### config.mk
export PLATFORM = sky130hd
export DESIGN_NAME = uart_bus_arbiter
export DESIGN_NICKNAME = d
export VERILOG_FILES = /design/src/rtl/uart_bus_arbiter.sv
export SDC_FILE = /design/constraint.sdc
export NUM_CORES = 1
export LEC_CHECK = 0
export ABC_AREA = 1
export BUFFER_PORTS_ARGS = -buffer_cell sky130_fd_sc_hd__buf_2
export CORE_AREA = 2 2 192 194
export CTS_BUF_LIST = sky130_fd_sc_hd__clkbuf_16
export CTS_CLUSTER_DIAMETER = 150
export DETAILED_ROUTE_END_ITERATION = 8
export DIE_AREA = 0 0 194 196
export PLACE_DENSITY = 0.4
export SETUP_SLACK_MARGIN = 0.2
export SYNTH_ARGS = -nofsm -noshare
export SYNTH_HDL_FRONTEND = slang
export SYNTH_SLANG_ARGS = --single-unit
export TNS_END_PERCENT = 1
### constraint.sdc
create_clock -name clk_i -period 1.5 [get_ports clk_i]
set_input_delay 0.15 -clock clk_i [delete_from_list [all_inputs] [get_ports clk_i]]
set_output_delay 0.15 -clock clk_i [all_outputs]
set_load 0.005 [all_outputs]
### src/rtl/uart_bus_arbiter.sv
// Two-master Wishbone arbiter for the uart slave; grant lands one edge after a request in IDLE, handoff costs no idle cycle.
// Non-owner stalls (ack/err/dat held 0); a slave that never acks is cut off with a one-cycle error after TIMEOUT wait cycles.
`ifndef DAT_WIDTH
`define DAT_WIDTH 64
`endif

module uart_bus_arbiter #(
  parameter int DAT_WIDTH = `DAT_WIDTH,
  parameter int ADR_WIDTH = 32,
  parameter int TIMEOUT   = 255
) (
  input  logic                 clk_i,
  input  logic                 rst_i,
  input  logic                 m0_cyc_i,
  input  logic                 m0_stb_i,
  input  logic                 m0_we_i,
  input  logic [ADR_WIDTH-1:0] m0_adr_i,
  input  logic [DAT_WIDTH-1:0] m0_dat_i,
  output logic [DAT_WIDTH-1:0] m0_dat_o,
  output logic                 m0_ack_o,
  output logic                 m0_err_o,
  input  logic                 m1_cyc_i,
  input  logic                 m1_stb_i,
  input  logic                 m1_we_i,
  input  logic [ADR_WIDTH-1:0] m1_adr_i,
  input  logic [DAT_WIDTH-1:0] m1_dat_i,
  output logic [DAT_WIDTH-1:0] m1_dat_o,
  output logic                 m1_ack_o,
  output logic                 m1_err_o,
  output logic                 s_cyc_o,
  output logic                 s_stb_o,
  output logic                 s_we_o,
  output logic [ADR_WIDTH-1:0] s_adr_o,
  output logic [DAT_WIDTH-1:0] s_dat_o,
  input  logic [DAT_WIDTH-1:0] s_dat_i,
  input  logic                 s_ack_i,
  input  logic                 s_err_i,
  output logic [1:0]           grant_o
);

  // One-hot encoding so the state register doubles as the registered grant.
  typedef enum logic [1:0] {
    IDLE = 2'b00,
    GNT0 = 2'b01,
    GNT1 = 2'b10
  } state_t;

  // The error must show in wait cycle TIMEOUT+1, so fire on the edge where wcnt would reach TIMEOUT.
  localparam logic [7:0] TLIM = (TIMEOUT == 0) ? 8'd0 : 8'(TIMEOUT - 1);

  state_t     state, state_nxt;
  logic       last, last_nxt;
  logic [7:0] wcnt, wcnt_nxt;
  logic       tflag, tflag_nxt;
  logic       own_cyc, own_stb, waiting;

  always_ff @(posedge clk_i or negedge rst_i) begin
    if (!rst_i) begin
      state <= IDLE;
      last  <= 1'b1;
      wcnt  <= '0;
      tflag <= 1'b0;
    end else begin
      state <= state_nxt;
      last  <= last_nxt;
      wcnt  <= wcnt_nxt;
      tflag <= tflag_nxt;
    end
  end

  always_comb begin
    state_nxt = state;
    last_nxt  = last;
    wcnt_nxt  = wcnt;
    tflag_nxt = 1'b0;
    own_cyc   = 1'b0;
    own_stb   = 1'b0;
    case (state)
      IDLE: begin
        // With both requesting, last == 1 means master 1 was served most recently.
        if (m0_cyc_i && (!m1_cyc_i || last)) begin
          state_nxt = GNT0;
          last_nxt  = 1'b0;
        end else if (m1_cyc_i) begin
          state_nxt = GNT1;
          last_nxt  = 1'b1;
        end
      end
      GNT0: begin
        own_cyc = m0_cyc_i;
        own_stb = m0_stb_i;
        if (!m0_cyc_i) begin
          if (m1_cyc_i) begin
            state_nxt = GNT1;
            last_nxt  = 1'b1;
          end else begin
            state_nxt = IDLE;
          end
        end
      end
      GNT1: begin
        own_cyc = m1_cyc_i;
        own_stb = m1_stb_i;
        if (!m1_cyc_i) begin
          if (m0_cyc_i) begin
            state_nxt = GNT0;
            last_nxt  = 1'b0;
          end else begin
            state_nxt = IDLE;
          end
        end
      end
      default: state_nxt = IDLE;
    endcase

    // The forced-error cycle itself is not a wait cycle, so the count restarts cleanly after it.
    waiting = own_cyc && own_stb && !s_ack_i && !s_err_i && !tflag;
    if ((TIMEOUT == 0) || (state_nxt != state) || !waiting) begin
      wcnt_nxt = '0;
    end else if (wcnt == TLIM) begin
      wcnt_nxt  = '0;
      tflag_nxt = 1'b1;
    end else begin
      wcnt_nxt = wcnt + 8'd1;
    end
  end

  always_comb begin
    s_cyc_o  = 1'b0;
    s_stb_o  = 1'b0;
    s_we_o   = 1'b0;
    s_adr_o  = '0;
    s_dat_o  = '0;
    m0_ack_o = 1'b0;
    m0_err_o = 1'b0;
    m0_dat_o = '0;
    m1_ack_o = 1'b0;
    m1_err_o = 1'b0;
    m1_dat_o = '0;
    // Outputs are gated by reset so they drop without waiting for the state register.
    if (rst_i) begin
      case (state)
        GNT0: begin
          s_cyc_o  = m0_cyc_i;
          s_stb_o  = m0_stb_i & ~tflag;
          s_we_o   = m0_we_i;
          s_adr_o  = m0_adr_i;
          s_dat_o  = m0_dat_i;
          m0_ack_o = s_ack_i;
          m0_err_o = s_err_i | tflag;
          m0_dat_o = s_dat_i;
        end
        GNT1: begin
          s_cyc_o  = m1_cyc_i;
          s_stb_o  = m1_stb_i & ~tflag;
          s_we_o   = m1_we_i;
          s_adr_o  = m1_adr_i;
          s_dat_o  = m1_dat_i;
          m1_ack_o = s_ack_i;
          m1_err_o = s_err_i | tflag;
          m1_dat_o = s_dat_i;
        end
        default: ;
      endcase
    end
  end

  assign grant_o = rst_i ? state : 2'b00;

endmodule

==> metrics.txt <==
# setup viols final 240; Final Max Tran Viols 0; multi-input logic area 2830 µm²; GRT Util Overall 10.5%; port buffer count 498; CTS buffer count 3; fin util 21.0%; failing checks setup timing; clk sinks 12; Worst Clk Skew 0.00135 ns; Syn Std Cell Area 3000 µm²; maxcap violations 0; Seq/Total Area, Yosys 10.0%; GP Congestion 0.862; Core Region 36100 µm²; layout net count 1468; final WL 22700 µm; final worst path period need 1.87 ns; Post-DP HPWL 18800 µm; Max Root-Sink Buffers 2; vias per cell 3.59; critical path launch point type register; stages on the worst setup path 8; r2r startpoint state[0]$_DFF_PN0_; most frequent cells in the layout buf_2, nand2_1, inv_1; total number of yosys warnings 0; First DRT Iteration DRCs 234; setup tns final -57.67 ns; Pwr per Cell Area 1060 nW/µm²; initial antenna violation count 3; CTS tree done; critical path required time 1.35 ns; Syn Nets 930; cells on worst reg2reg path 14; final cell count without fillers 1665; Worst Setup EP s_dat_o[13]; Area Overhead vs Synth 153%; Slew Limit Headroom 75.8%; initial core utilization 8.32%; clk_lat worst skew 0.24 ns; dpl ws -0.213 ns; crit share post-route 125%; DRC Markers 0; I/O pin count 499; cell mode on critical path buf_12; crit path from state[1]$_DFF_PN0_; Via Count 5974; Root Buffer clkbuf_16; worst reg2reg setup slack -0.18 ns; register area 304 µm²; RSZ-0062 raised after global routing yes; drt pass-1 iters 4; Crit Path Category register to primary output; Worst path max stage delay 0.44 ns; family with the most delay on the worst path buffers and inverters; slowest CP cell dfrtp_2; Post-Synthesis Cells 657; Die Span X 194 µm; layout cell share with drive strength beyond 1 64.8%; Final Hold Vio Count 0; Worst-path clk slew 0.04 ns; critical path, cell by cell inv_4 > ha_4 > buf_12 > buf_12 > nand2_2 > a21oi_2 > buf_4 > buf_6; status finished with violations; routed length per instance 13.6 µm; Worst-Margin Slew 0.363 ns; H-tree depth 1; buffers and inverters on the worst path 5; WHS 0.159 ns; commonest non-fill, non-tap cell in the layout buf_2; Setup WS post-layout -0.373 ns; placed insts 1643; worst IR drop on VDD 0.344 mV; total global routing overflow 0; FMAX 534 MHz; Worst EP arrival 1.72 ns; Seq cells post-synth 12; critical path fanouts, max 6; first-pass GRT wire length 31800 µm; vias in the first global route 5398; syn avg cell area 4.57 µm²; Netlist cell types 21; antenna-violating nets left 0; reg-to-reg endpoint wcnt[3]$_DFF_PN0_; Row Count 70; largest net degree at the start of global routing 42; Vert. Die Dim 196 µm; die area 38000 µm²; Fillers 4202; Min-Delay Path Class primary input to asynchronous set/reset pin; leakage 0.00428 µW; crit end category primary output
layer usage:
| layer | part of all wire [%] | wire length [µm] | track usage [%] | vias up |
|---|---|---|---|---|
| met2 | 49 | 11000 | 17.3 | 178 |
| met5 | 0.044 | 10 | 0 | - |
| met1 | 45 | 10300 | 14.8 | 2726 |
| li1 | - | - | - | 3058 |
| met4 | 0.48 | 110 | 1.23 | 2 |
| met3 | 5.5 | 1250 | 1.87 | 10 |
cell type report:
| type | count | area share, % |
|---|---|---|
| Timing Repair Buffer | 579 | 45.5 |
| Multi-Input combinational cell | 512 | 37.3 |
| Tap cell | 468 | 7.72 |
| Inverter | 87 | 4.37 |
| Sequential cell | 12 | 4.01 |
| Clock buffer | 3 | 0.990 |
| Antenna cell | 3 | 0.0990 |
| Clock inverter | 1 | 0.0495 |
state kept, by name (all words and copies together), names as in the netlist:
| register | cells |
|---|---|
| wcnt | 8 |
| state | 2 |
| last | 1 |
| tflag | 1 |
synthesized netlist by cell type, drive strengths merged:
cell type	instances	area, µm²
buf	25	120
clkbuf	21	78.8
o22ai	1	6.26
o21ai	2	10.0
dfstp	1	26.3
nand4	4	25.0
nand2	231	875
inv	87	327
a21oi	99	495
o21bai	1	7.51
ha	7	87.6
o31ai	1	7.51
nor2	150	563
or2	2	12.5
dfrtp	11	275
nand3	13	77.6
xor2	1	8.76
worst min-delay path by stage:
stage	startpoint	endpoint	slack (ns)
final	rst_i	state[1]$_DFF_PN0_	0.16
after global routing	rst_i	wcnt[1]$_DFF_PN0_	0.20
after CTS	rst_i	tflag$_DFF_PN0_	0.1
after detailed placement	rst_i	state[0]$_DFF_PN0_	0.02
after global placement	rst_i	state[0]$_DFF_PN0_	0.02
after floorplan	rst_i	state[0]$_DFF_PN0_	-0.15
logic make-up after synthesis:
kind of cell               after synthesis  synth area share [%]
and+or+nand+nor                        400                  51.7
AOI/OAI and AO/OA                      104                  17.5
buffers and inverters                  133                  17.5
xor gates and xnor gates                 1                 0.292
DFF                                     12                  10.0
adders and majority gates                7                  2.92
worst register-to-register path: stages, from the launching register on:
cell and delay [ns]:
dfrtp_2 0.44, inv_4 0.10, ha_4 0.19, buf_4 0.13, nand2_2 0.06, nand2_4 0.07, nand2_1 0.05, nand2_1 0.05
inv_1 0.03, nand2_1 0.06, nand2_1 0.06, nand2_1 0.07, nand2_2 0.06, nand3_4 0.13, nor2_1 0.06
through the flow:
step	power, µW	instance area [µm²]
finish	8030	7580
global route	8720	7580
CTS	7630	7210
detailed placement	6250	6740
global placement	6260	6740
floorplan	3380	3330
report_power, final:
part / internal (µW) / switching, µW
Combinational: 3250 / 3860
Sequential: 376 / 49.5
Clock: 351 / 141
repair_timing:
item,4_1_cts,5_1_grt
hold buffers,1,0
pin swaps,26,25
resized for setup,66,95
endpoints found under the hold margin,1,0
endpoints found under the setup margin,243,245
cloned,3,1
setup buffers,8,2
(Power assumes the default switching activity.)
